===== src/rtl/sram_controller_pkg.sv =====
// Shared widths, address map base and FSM state encoding for the SRAM controller.
package sram_controller_pkg;

    localparam int WORD_WIDTH      = 32;
    localparam int SRAM_ADDR_WIDTH = 18;
    localparam int SRAM_DATA_WIDTH = 16;
    localparam int MEM_BASE        = 1024;

    // IDLE -> LO (low half-word) -> HI (high half-word) -> DONE -> IDLE
    typedef enum logic [1:0] {
        IDLE = 2'd0,
        LO   = 2'd1,
        HI   = 2'd2,
        DONE = 2'd3
    } state_e;

endpackage


===== src/rtl/sram_controller.sv =====
// MEM-stage data-memory responder: one 32-bit request becomes two half-word
// accesses on an external asynchronous 16-bit SRAM; ready stalls the pipeline.
module sram_controller #(
    parameter int WORD_WIDTH      = sram_controller_pkg::WORD_WIDTH,
    parameter int SRAM_ADDR_WIDTH = sram_controller_pkg::SRAM_ADDR_WIDTH,
    parameter int SRAM_DATA_WIDTH = sram_controller_pkg::SRAM_DATA_WIDTH,
    parameter int WAIT_CYCLES     = 1,
    parameter int MEM_BASE        = sram_controller_pkg::MEM_BASE
) (
    input  logic                       clk,
    input  logic                       rst,
    input  logic                       rd_en,
    input  logic                       wr_en,
    input  logic [WORD_WIDTH-1:0]      address,
    input  logic [WORD_WIDTH-1:0]      write_data,
    output logic [WORD_WIDTH-1:0]      read_data,
    output logic                       ready,
    output logic [SRAM_ADDR_WIDTH-1:0] sram_addr,
    output logic [SRAM_DATA_WIDTH-1:0] sram_dq_out,
    output logic                       sram_dq_oe,
    input  logic [SRAM_DATA_WIDTH-1:0] sram_dq_in,
    output logic                       sram_we_n,
    output logic                       sram_oe_n
);
    import sram_controller_pkg::*;

    localparam int CNT_W = (WAIT_CYCLES > 0) ? $clog2(WAIT_CYCLES + 1) : 1;
    localparam int IDX_W = SRAM_ADDR_WIDTH - 1;
    localparam logic [CNT_W-1:0] CNT_LAST = CNT_W'(WAIT_CYCLES);

    state_e                     state_q, state_d;
    logic [CNT_W-1:0]           cnt_q, cnt_d;
    logic                       op_wr_q, op_wr_d;
    logic [IDX_W-1:0]           idx_q, idx_d;
    logic [WORD_WIDTH-1:0]      wdata_q, wdata_d;
    logic [WORD_WIDTH-1:0]      rdata_q, rdata_d;
    logic [SRAM_ADDR_WIDTH-1:0] saddr_q, saddr_d;
    logic [SRAM_DATA_WIDTH-1:0] sdq_q, sdq_d;
    logic                       soe_q, soe_d;
    logic                       we_n_q, we_n_d;
    logic                       oe_n_q, oe_n_d;

    logic                  req;
    logic                  last;
    logic [WORD_WIDTH-1:0] offset;

    assign req    = rd_en | wr_en;
    assign last   = (cnt_q == CNT_LAST);
    assign offset = address - WORD_WIDTH'(MEM_BASE);

    // Next-state, wait counter, request latch and read-data capture.
    always_comb begin
        state_d = state_q;
        cnt_d   = cnt_q;
        op_wr_d = op_wr_q;
        idx_d   = idx_q;
        wdata_d = wdata_q;
        rdata_d = rdata_q;
        case (state_q)
            IDLE: if (req) begin
                state_d = LO;
                cnt_d   = '0;
                op_wr_d = wr_en;                // write wins when both are set
                idx_d   = IDX_W'(offset >> 2);  // wraps silently outside the SRAM
                wdata_d = write_data;
            end
            LO: if (last) begin
                state_d = HI;
                cnt_d   = '0;
            end else begin
                cnt_d = cnt_q + 1'b1;
            end
            HI: if (last) begin
                state_d = DONE;
                cnt_d   = '0;
            end else begin
                cnt_d = cnt_q + 1'b1;
            end
            DONE:    state_d = IDLE;
            default: state_d = IDLE;
        endcase
        // The SRAM has had the whole phase to settle; sample on its last cycle.
        if (!op_wr_q && last && state_q == LO)
            rdata_d[SRAM_DATA_WIDTH-1:0] = sram_dq_in;
        if (!op_wr_q && last && state_q == HI)
            rdata_d[WORD_WIDTH-1:SRAM_DATA_WIDTH] = sram_dq_in;
    end

    // SRAM pin values for the coming cycle, decoded from next state so the pins
    // come straight from flops and never glitch.
    always_comb begin
        saddr_d = '0;
        sdq_d   = '0;
        soe_d   = 1'b0;
        we_n_d  = 1'b1;
        oe_n_d  = 1'b1;
        if (state_d == LO || state_d == HI) begin
            saddr_d = {idx_d, state_d == HI};
            if (op_wr_d) begin
                sdq_d  = (state_d == HI) ? wdata_d[WORD_WIDTH-1:SRAM_DATA_WIDTH]
                                         : wdata_d[SRAM_DATA_WIDTH-1:0];
                soe_d  = 1'b1;
                // Release we_n on the final phase cycle so data is held past the strobe.
                we_n_d = (cnt_d == CNT_LAST);
            end else begin
                oe_n_d = 1'b0;
            end
        end
    end

    // State and output registers, asynchronously cleared.
    always_ff @(posedge clk or negedge rst) begin
        if (!rst) begin
            state_q <= IDLE;
            cnt_q   <= '0;
            op_wr_q <= 1'b0;
            idx_q   <= '0;
            wdata_q <= '0;
            rdata_q <= '0;
            saddr_q <= '0;
            sdq_q   <= '0;
            soe_q   <= 1'b0;
            we_n_q  <= 1'b1;
            oe_n_q  <= 1'b1;
        end else begin
            state_q <= state_d;
            cnt_q   <= cnt_d;
            op_wr_q <= op_wr_d;
            idx_q   <= idx_d;
            wdata_q <= wdata_d;
            rdata_q <= rdata_d;
            saddr_q <= saddr_d;
            sdq_q   <= sdq_d;
            soe_q   <= soe_d;
            we_n_q  <= we_n_d;
            oe_n_q  <= oe_n_d;
        end
    end

    // Stall while a request is pending or in flight; held high during reset so
    // the pipeline is not frozen by a controller that is being cleared.
    assign ready = !rst || (state_q == IDLE && !req) || (state_q == DONE);

    assign read_data   = rdata_q;
    assign sram_addr   = saddr_q;
    assign sram_dq_out = sdq_q;
    assign sram_dq_oe  = soe_q;
    assign sram_we_n   = we_n_q;
    assign sram_oe_n   = oe_n_q;

endmodule


===== config.mk =====
export PLATFORM = sky130hd
export DESIGN_NAME = sram_controller
export DESIGN_NICKNAME = d
export VERILOG_FILES = /design/src/rtl/sram_controller_pkg.sv /design/src/rtl/sram_controller.sv
export SDC_FILE = /design/constraint.sdc
export NUM_CORES = 1
export LEC_CHECK = 0
export BUFFER_PORTS_ARGS = -buffer_cell sky130_fd_sc_hd__buf_4
export CAP_MARGIN = 30
export CORE_MARGIN = 2
export CORE_UTILIZATION = 35
export DETAILED_ROUTE_END_ITERATION = 8
export MAX_ROUTING_LAYER = met4
export PLACE_DENSITY = 0.58
export SLEW_MARGIN = 20
export SYNTH_ARGS = -nofsm -noshare
export SYNTH_HDL_FRONTEND = slang
export SYNTH_SLANG_ARGS = --single-unit

===== constraint.sdc =====
create_clock -name clk -period 2.9 [get_ports clk]
set_clock_uncertainty 0.05 [all_clocks]
set_input_delay 0 -clock clk [delete_from_list [all_inputs] [get_ports clk]]
set_output_delay 0 -clock clk [all_outputs]
set_load 0.01 [all_outputs]

==> metrics.cfg, run 1 <==
[outcome]
outcome=finished, final reports clean

[clocking]
ctsResizeCount=0
clk_pin_slew_ns=0.05
insertion_delay_ns=0.41
cts.path.max_buffers=2
post_cts_buffers=0
numCtsBuffers=17
htreeDepth=4
cts_tree=built
cts_sinks=122
cts_root_buffer=clkbuf_16

[sta]
max_freq_ghz=0.400
fin_setup_tns_ns=0
finalMaxSlewViolations=0
setup_violations=0
worstMarginPinSlew_ns=0.726
rsz0062_at_grt=false
hold_viol_final=0
min_period_ns=2.50
hold_slack_ns=0.0381
fin_crit_sh=0.861
slew_headroom=0.515

[synth]
synth_cells=402
ys_seq_area_frac=0.607
yosysUniqueCellTypes=35
synth_top_family_by_area=multiplexers
synth-compound-area-share=0.0356
netlist_top_cells_area=dfrtp_1 (60%), mux2_2 (9.0%), nand2_1 (7.6%)
avgSynthCellArea_um2=12.5
synth_mux_area_frac=0.161
synthXorXnorAreaFrac=0.00348
synth.ff_latch_count=122
synth_top_area_cell=dfrtp_1
synth_top_area_frac=0.597
synth_fa_ha_area_frac=0.0199
synth-simple-area-share=0.147
syn_nets=494
syn_area_um2=5030
synth_warnings=0

[cells_and_area]
seq_area_um2=3060
post-route-util=0.549
fin_cells=809
fin_nets=709
nFillCells=1177
num_antenna_cells=0
multiInputGateArea_um2=1860
area_delta_synth_final_pct=52.1
layout_common_cells=buf_4 (143), dfrtp_1 (120), nand2_1 (102), dlygate4sd3_1 (68), mux2_2 (40)
layout_commonest_cell=buf_4
layout-drive-gt1-share=0.374

[grt]
antenna_found_initial=0
grt_pass1_wl_um=19000
grt_pass1_vias=3950
grtUsageTotal=0.168
grt_max_degree=70
gr-total-overflow=0

[setup_path]
cp-start-kind=register
worstReg2RegEnd=sram_dq_out[6]
critical_path_class=reg -> reg
reg2reg_depth=10
cp.arrival_ns=2.79
regToRegStartpoint=state_q[0]
worst_ep_required_time_ns=3.19
r2r_setup_slack_ns=0.40
cp-end-kind=register
path_max_fanout=10

[routing]
met1_length_um=4980
dr_wl_met2_um=5530
drt_iter0_markers=133
first_pass_iters=4
routed_via_density=4.66
top_layer=met4
drtAntennaViolNets=0
dr_wl_met3_um=816
drc=0
vias=3773
wl_per_cell_um=14.2
wl_um=11500

[hold_path]
hp-class=in -> async

[power_and_ir_drop]
leakage_nw=3.65
internal_power_mw=6.00
swShare=0.311
power_frac_clock=0.278
p_seq_frac=0.327
vdd_ir_drop_max_uv=437
total_power_mw=8.71
p_comb_frac=0.396
power_density_nw_per_um2=1140
netSwitchingPower_mw=2.71

[floorplan]
die_width_um=124
core_um2=13900
ios=154
rows=43
dieArea_um2=15400
initial_core_util=0.361
die_h_um=124

[run]
cap_violations=0

[placed_design]
dp_hpwl_um=7540
routabilityCongestion=0.713
io_buffers=138
dp_cells=708

## worst max-delay path, cell delays in order (launching register included)
cell and delay [ns]:
dfrtp_1 0.42, inv_1 0.15, ha_1 0.29, nor2_1 0.07, a21oi_1 0.18, o32ai_1 0.14
ha_1 0.33, inv_1 0.25, o21ai_2 0.22, buf_6 0.21, nor2b_1 0.11
## timing repair
| action | CTS | global route |
|---|---|---|
| endpoints found under the hold margin | 237 | 0 |
| endpoints found under the setup margin | 0 | 0 |
| hold buffers | 68 | 0 |
## state kept, by name, indices dropped and copies added, names as in the netlist
signal and flops:
state_q 2, sram_dq_out 16, sram_addr 18, sram_we_n 1
sram_oe_n 1, idx_q 17, read_data 32, op_wr_q 1
wdata_q 32, sram_dq_oe 1, cnt_q 1
## logic make-up (layout without fill, tap and decap cells)
group,count (synthesis),in the layout
DFF,122,122
xor gates and xnor gates,2,2
adders and majority gates,8,8
buffers and inverters,25,252
muxes,56,56
and+or+nand+nor,163,163
AOI/OAI and AO/OA,26,26
## per-layer routing
metal,track usage,vias to the layer above
li1,-,1801
met1,0.200,1841
met2,0.262,113
met3,0.0531,18
met4,0.0772,0
met5,-,-
## layout make-up
type                            count  area share
Sequential cell                   122       0.399
Multi-Input combinational cell    255       0.243
Timing Repair Buffer              214       0.237
Clock buffer                       23      0.0598
Tap cell                          180      0.0294
Clock inverter                      8      0.0281
Inverter                            7     0.00343
## stage by stage
stage	area [um2]	worst slack, ns
CTS	7610	0.381
global placement	6260	0.505
detailed placement	6260	0.387
global route	7650	0.150
floorplan	5030	0.491
finish	7650	0.402
## cell usage after synthesis
library cell,number
a21boi_1,1
nand2_1,102
o21a_1,1
o22a_1,1
a21oi_1,7
nor3_1,5
ha_1,8
or3_1,1
o21ai_2,1
o2111ai_1,1
xnor2_1,2
nor4_1,6
nor2_1,13
nor3b_1,2
and2_1,9
o32a_1,1
or2_2,1
mux2_2,40
o32ai_1,1
clkbuf_2,1
buf_2,8
buf_6,3
clkbuf_1,6
o21ai_1,1
nor2b_1,18
o31a_1,1
o21ai_0,2
mux4_2,16
and4_1,4
nand2b_1,1
or3b_2,1
dfrtp_1,120
dfstp_2,2
a211oi_1,8
inv_1,7
## worst max-delay path by stage
| stage | startpoint | endpoint | slack [ns] | cells after the start |
|---|---|---|---|---|
| final | state_q[0] | sram_dq_out[6] | 0.40 | 10 |
| after global routing | state_q[0] | sram_dq_out[2] | 0.15 | 10 |
| after CTS | state_q[0] | sram_dq_out[6] | 0.38 | 9 |
| after detailed placement | state_q[0] | sram_dq_out[6] | 0.39 | 9 |
| after global placement | state_q[0] | sram_dq_out[7] | 0.50 | 9 |
| after floorplan | state_q[0] | sram_dq_out[5] | 0.49 | 10 |
## power groups by stage
stage,registers [mW],clock network [mW],logic (mW)
3_5_place_dp,2.87,0,3.39
2_1_floorplan,2.99,0,1.97
3_3_place_gp,2.83,0,3.29
4_1_cts,2.85,2.49,3.47
5_1_grt,2.93,2.57,3.84
6_report,2.85,2.42,3.45
Note: power is estimated with default switching activity, not from simulation.
==> run 2: changes to the inputs <==
Settings changed: CORE_UTILIZATION 35 to 40, PLACE_DENSITY 0.58 to 0.65.
==> run 2 against run 1 <==
Compared with the run above: setup slack better by 0.012 ns; final cell count down 1.6%; power down 4.2%; maximum frequency up 0.50%; die area down 12%; non-clock buffer count down 1; core utilization up 6.9 points; critical path depth unchanged; count of clock-buffer cells in the layout unchanged; critical endpoint is now sram_dq_out[4]; highest routed layer unchanged.
==> metrics.cfg, run 2 (synthesis results as in run 1) <==
[routing]
wl_um=11500  ; -0.53%
drt_iter0_markers=152  ; +14%
routed_via_density=4.77  ; +2.2%
first_pass_iters=4  ; unchanged
wl_per_cell_um=14.4  ; +1.1%
vias=3793  ; +0.53%
drtAntennaViolNets=0  ; unchanged
drc=0  ; unchanged

[sta]
fin_crit_sh=0.857  ; -0.00425
finalMaxSlewViolations=0  ; unchanged
setup_violations=0  ; unchanged
fin_setup_tns_ns=0  ; unchanged
slew_headroom=0.484  ; -0.0309
rsz0062_at_grt=false
hold_slack_ns=0.102  ; +0.0638 ns
hold_viol_final=0  ; unchanged
max_freq_ghz=0.402  ; +0.50%
min_period_ns=2.49  ; -0.0123 ns
worstMarginPinSlew_ns=0.767  ; +0.0411 ns

[clocking]
numCtsBuffers=17  ; unchanged
cts_sinks=122  ; unchanged
cts.path.max_buffers=2  ; unchanged
insertion_delay_ns=0.41  ; about the same
cts_tree=built
htreeDepth=4  ; unchanged
cts_root_buffer=clkbuf_16
post_cts_buffers=0  ; unchanged
clk_pin_slew_ns=0.05  ; about the same

[grt]
antenna_found_initial=0  ; unchanged
grtUsageTotal=0.188  ; +0.0194
grt_pass1_vias=3865  ; -2.2%
grt_max_degree=70  ; unchanged
gr-total-overflow=0  ; unchanged
grt_pass1_wl_um=18600  ; -1.9%

[hold_path]
hp-class=in -> async

[placed_design]
placed_cell_area_um2=6270  ; about the same
routabilityCongestion=0.732  ; +2.7%
io_buffers=138  ; unchanged
dp_hpwl_um=7420  ; -1.6%

[power_and_ir_drop]
netSwitchingPower_mw=2.71  ; -0.15%
power_density_nw_per_um2=1110  ; -2.4%
p_comb_frac=0.417  ; +0.021
leakage_nw=3.60  ; -1.3%
p_seq_frac=0.339  ; +0.012
internal_power_mw=5.65  ; -6.0%
vdd_ir_drop_max_uv=553  ; +27%
total_power_mw=8.35  ; -4.2%
power_frac_clock=0.244  ; -0.034
swShare=0.324  ; +0.0130

[floorplan]
die_h_um=116  ; -6.3%
die_width_um=116  ; -6.3%
initial_core_util=0.414  ; +0.0526
core_um2=12200  ; -13%
rows=40  ; -7.0%
ios=154  ; unchanged
dieArea_um2=13500  ; -12%

[outcome]
outcome=finished, final reports clean

[setup_path]
cp-end-kind=register
path_max_fanout=17  ; +7
cp-start-kind=register
cp.arrival_ns=2.73  ; -0.06 ns
worst_ep_required_time_ns=3.15  ; -0.04 ns
critical_path_class=reg -> reg

[run]
cap_violations=0  ; unchanged

[cells_and_area]
fin_nets=708  ; -0.14%
area_delta_synth_final_pct=49.4
layout_commonest_cell=buf_4
layout_common_cells=buf_4 (143), dfrtp_1 (120), nand2_1 (102), dlygate4sd3_1 (68), mux2_2 (40)
nFillCells=937  ; -20%
layout-drive-gt1-share=0.376  ; +0.00219
num_antenna_cells=0  ; unchanged
post-route-cell-area_um2=7520  ; -1.8%

run 2: per-layer routing:
metal	GRT usage	vias to the layer above	routed length, um
met5	-	-	0
met4	0.0873	0	212
met3	0.0498	19	635
met2	0.303	110	5720
li1	-	1808	-
met1	0.221	1856	4900
run 2: final timing paths:
kind / startpoint / endpoint / slack (ns) / depth (start not counted)
min in group clk: write_data[29] / wdata_q[29] / 0.28 / 4
worst min register to register: wdata_q[23] / wdata_q[23] / 0.42 / 2
max in group asynchronous: rst / sram_we_n / 1.74 / 3
worst max register to register: state_q[0] / sram_dq_out[4] / 0.41 / 10
worst min-delay path: rst / sram_addr[15] / 0.10 / 2
worst max-delay path: state_q[0] / sram_dq_out[4] / 0.41 / 10
run 2: power groups by stage:
stage	Sequential [mW]	Clock [mW]	Combinational [mW]
2_1_floorplan	2.99	0	1.97
3_3_place_gp	2.82	0	3.35
3_5_place_dp	2.86	0	3.43
4_1_cts	2.84	2.09	3.52
5_1_grt	2.92	2.16	3.85
6_report	2.83	2.03	3.48
run 2: what timing repair did:
item | 4_1_cts | 5_1_grt
resized for setup | 0 | 0
endpoints found under the setup margin | 0 | 0
endpoints found under the hold margin | 162 | 0
hold buffers | 68 | 0
run 2: worst max-delay path, cell delays in order (launching register included):
cell and delay [ns]:
dfrtp_1 0.43, inv_1 0.16, ha_1 0.29, nor2_1 0.07, a21oi_1 0.18, o32ai_1 0.14, ha_1 0.57, inv_1 0.13
o21ai_2 0.11, buf_12 0.18, nor2b_1 0.06
run 2: per-stage QoR:
step	cells	utilization	setup WS, ns
finish	796	0.618	0.414
global route	796	0.618	0.222
CTS	796	0.618	0.420
detailed placement	697	0.515	0.472
global placement	697	0.515	0.582
floorplan	402	-	0.491
run 2: cell type report:
class	count	area (um2)	share of cell area
Tap cell	168	210	0.0280
Multi-Input combinational cell	255	1860	0.247
Clock inverter	8	93.8	0.0125
Timing Repair Buffer	213	1790	0.239
Clock buffer	23	478	0.0636
Sequential cell	122	3060	0.406
Inverter	7	26.3	0.00349
==> run 3: changes to the inputs <==
Settings changed: BUFFER_PORTS_ARGS -buffer_cell sky130_fd_sc_hd__buf_4 to -buffer_cell sky130_fd_sc_hd__buf_2, CORE_MARGIN 2 to unset.
==> run 3 against run 2 <==
Compared with the run above: hold slack improved by 0.12 ns; maximum frequency fell by 2.6%; via count is 0.95% lower; core utilization is 2.7 points lower; first-iteration DRC count is 32% higher; routed wire length fell by 2.8%; die area decreased by 3.4%; sequential cell count did not move.
==> metrics.cfg, run 3 (synthesis results as in run 1) <==
[placed_design]
placed_cell_area_um2=5910  ; -5.7%
io_buffers=138  ; unchanged
dp_hpwl_um=7000  ; -5.8%
routabilityCongestion=0.758  ; +3.5%

[floorplan]
rows=40  ; unchanged
dieArea_um2=13000  ; -3.4%
die_width_um=114  ; -1.7%
initial_core_util=0.415  ; +0.00171
core_um2=12100  ; -0.41%
ios=154  ; unchanged
die_h_um=114  ; -1.7%

[setup_path]
critPathBufInv=3  ; unchanged
worst_ep_required_time_ns=3.13  ; -0.02 ns
cp-start-kind=register
cpLargestDelayFamily=adder cells
crit_start=state_q[0]
crit_end=sram_dq_out[7]
reg2reg_depth=10  ; unchanged
critPathSlowestCell=ha_2
path_max_fanout=17  ; unchanged
cp.arrival_ns=2.79  ; +0.06 ns
cp.depth=10  ; unchanged
critical_path_class=reg -> reg
crit_chain=inv_1 -> ha_1 -> nor2_1 -> a21oi_1 -> o32ai_1 -> ha_2 -> inv_1 -> o21ai_1 -> buf_4 -> nor2b_1
slowest_delay_ns=0.47  ; -0.10 ns
r2r_setup_slack_ns=0.35  ; -0.07 ns
cpMostUsedCell=inv_1
cp-end-kind=register
regToRegStartpoint=state_q[0]
worstReg2RegEnd=sram_dq_out[7]

[cells_and_area]
post-route-cell-area_um2=7160  ; -4.8%
num_antenna_cells=0  ; unchanged
area_delta_synth_final_pct=42.3
layout_common_cells=buf_2 (137), dfrtp_1 (120), nand2_1 (102), dlygate4sd3_1 (68), mux2_2 (40)
layout-drive-gt1-share=0.375  ; -0.000996
fin_nets=707  ; -0.14%
layout_commonest_cell=buf_2

[routing]
drtAntennaViolNets=0  ; unchanged
drt_iter0_markers=201  ; +32%
wl_per_cell_um=14.0  ; -2.7%
first_pass_iters=6  ; +2
drc=0  ; unchanged
vias=3757  ; -0.95%
wl_um=11100  ; -2.8%
routed_via_density=4.73  ; -0.82%

[grt]
gr-total-overflow=0  ; unchanged
grtUsageTotal=0.188  ; +0.000220
grt_pass1_vias=3735  ; -3.4%
grt_max_degree=123  ; +76%
grt_pass1_wl_um=17900  ; -3.9%
antenna_found_initial=0  ; unchanged

[sta]
slew_headroom=0.522  ; +0.0385
finalMaxSlewViolations=0  ; unchanged
min_period_ns=2.55  ; +0.0667 ns
setup_violations=0  ; unchanged
worstMarginPinSlew_ns=0.715  ; -0.0524 ns
fin_setup_tns_ns=0  ; unchanged
fin_crit_sh=0.880  ; +0.0230
max_freq_ghz=0.392  ; -2.6%
hold_viol_final=0  ; unchanged
rsz0062_at_grt=false

[power_and_ir_drop]
vdd_ir_drop_max_uv=435  ; -21%
power_density_nw_per_um2=1110  ; +0.30%
total_power_mw=7.97  ; -4.5%
leakage_nw=3.49  ; -3.2%

[clocking]
post_cts_buffers=0  ; unchanged
insertion_delay_ns=0.41  ; about the same
clk_pin_slew_ns=0.05  ; about the same
htreeDepth=4  ; unchanged
cts_sinks=122  ; unchanged
cts_root_buffer=clkbuf_16
numCtsBuffers=17  ; unchanged
cts_tree=built
cts.path.max_buffers=2  ; unchanged

[hold_path]
hp-class=in -> async

[run]
cap_violations=0  ; unchanged

[outcome]
outcome=finished, final reports clean

-- run 3: cell types whose count changed in the layout (fill, tap and decap cells not counted) --
cell | previous run | this run
clkbuf_8 | 3 | 2
o21ai_2 | 1 | 0
ha_2 | 0 | 1
buf_2 | 0 | 137
buf_4 | 143 | 5
ha_1 | 8 | 7
o21ai_1 | 0 | 1
clkinv_2 | 5 | 6
clkinvlp_4 | 0 | 1
clkinv_4 | 1 | 0
-- run 3: where the power goes --
part	internal (mW)	switching [mW]	total, mW
Clock	1.29	0.704	2.00
Sequential	2.50	0.308	2.81
Combinational	1.54	1.63	3.16
-- run 3: what timing repair did --
action / 4_1_cts / 5_1_grt
gates resized for setup: 0 / 1
endpoints found under the setup margin: 0 / 17
hold endpoints to repair: 231 / 0
hold buffers: 68 / 0
-- run 3: worst reg2reg max path: cells and delay by family, from the launching register on --
| family | cells | cell delay, ns |
|---|---|---|
| compound gates | 3 | 0.42 |
| fa+ha+maj | 2 | 0.76 |
| buf+inv | 3 | 0.61 |
| flops | 1 | 0.42 |
| simple gates | 2 | 0.16 |
-- run 3: worst min path at each step --
stage                     end           start  cells past startpoint  slack, ns
6_report       sram_dq_out[5]             rst                      3       0.23
3_3_place_gp   sram_dq_out[1]             rst                      2       0.14
2_1_floorplan           cnt_q             rst                      0      -0.35
4_1_cts           wdata_q[28]  write_data[28]                      4       0.25
3_5_place_dp   sram_dq_out[1]             rst                      2       0.15
5_1_grt           wdata_q[13]  write_data[13]                      4       0.29
-- run 3: layout make-up --
| class | count | area [um2] |
|---|---|---|
| clock inverter | 9 | 97.6 |
| timing repair buffer | 212 | 1440 |
| fill | 1040 | 4950 |
| clock buffer | 22 | 464 |
| sequential | 122 | 3060 |
| multi-input combinational | 255 | 1860 |
| tap | 168 | 210 |
| inverter | 7 | 26.3 |
-- run 3: routing by layer --
metal	vias up	track usage	part of all wire
met2	107	0.301	0.50
met4	0	0.0831	0.017
met5	-	-	0
met3	15	0.0498	0.047
met1	1837	0.223	0.44
li1	1798	-	-
-- run 3: per-stage QoR --
step	instances	setup WS [ns]	utilization	hold WS [ns]
finish	795	0.347	0.591	0.226
floorplan	402	0.491	-	-0.346
global route	795	0.0790	0.591	0.291
global placement	696	0.325	0.488	0.142
CTS	795	0.184	0.591	0.252
detailed placement	696	0.205	0.488	0.152
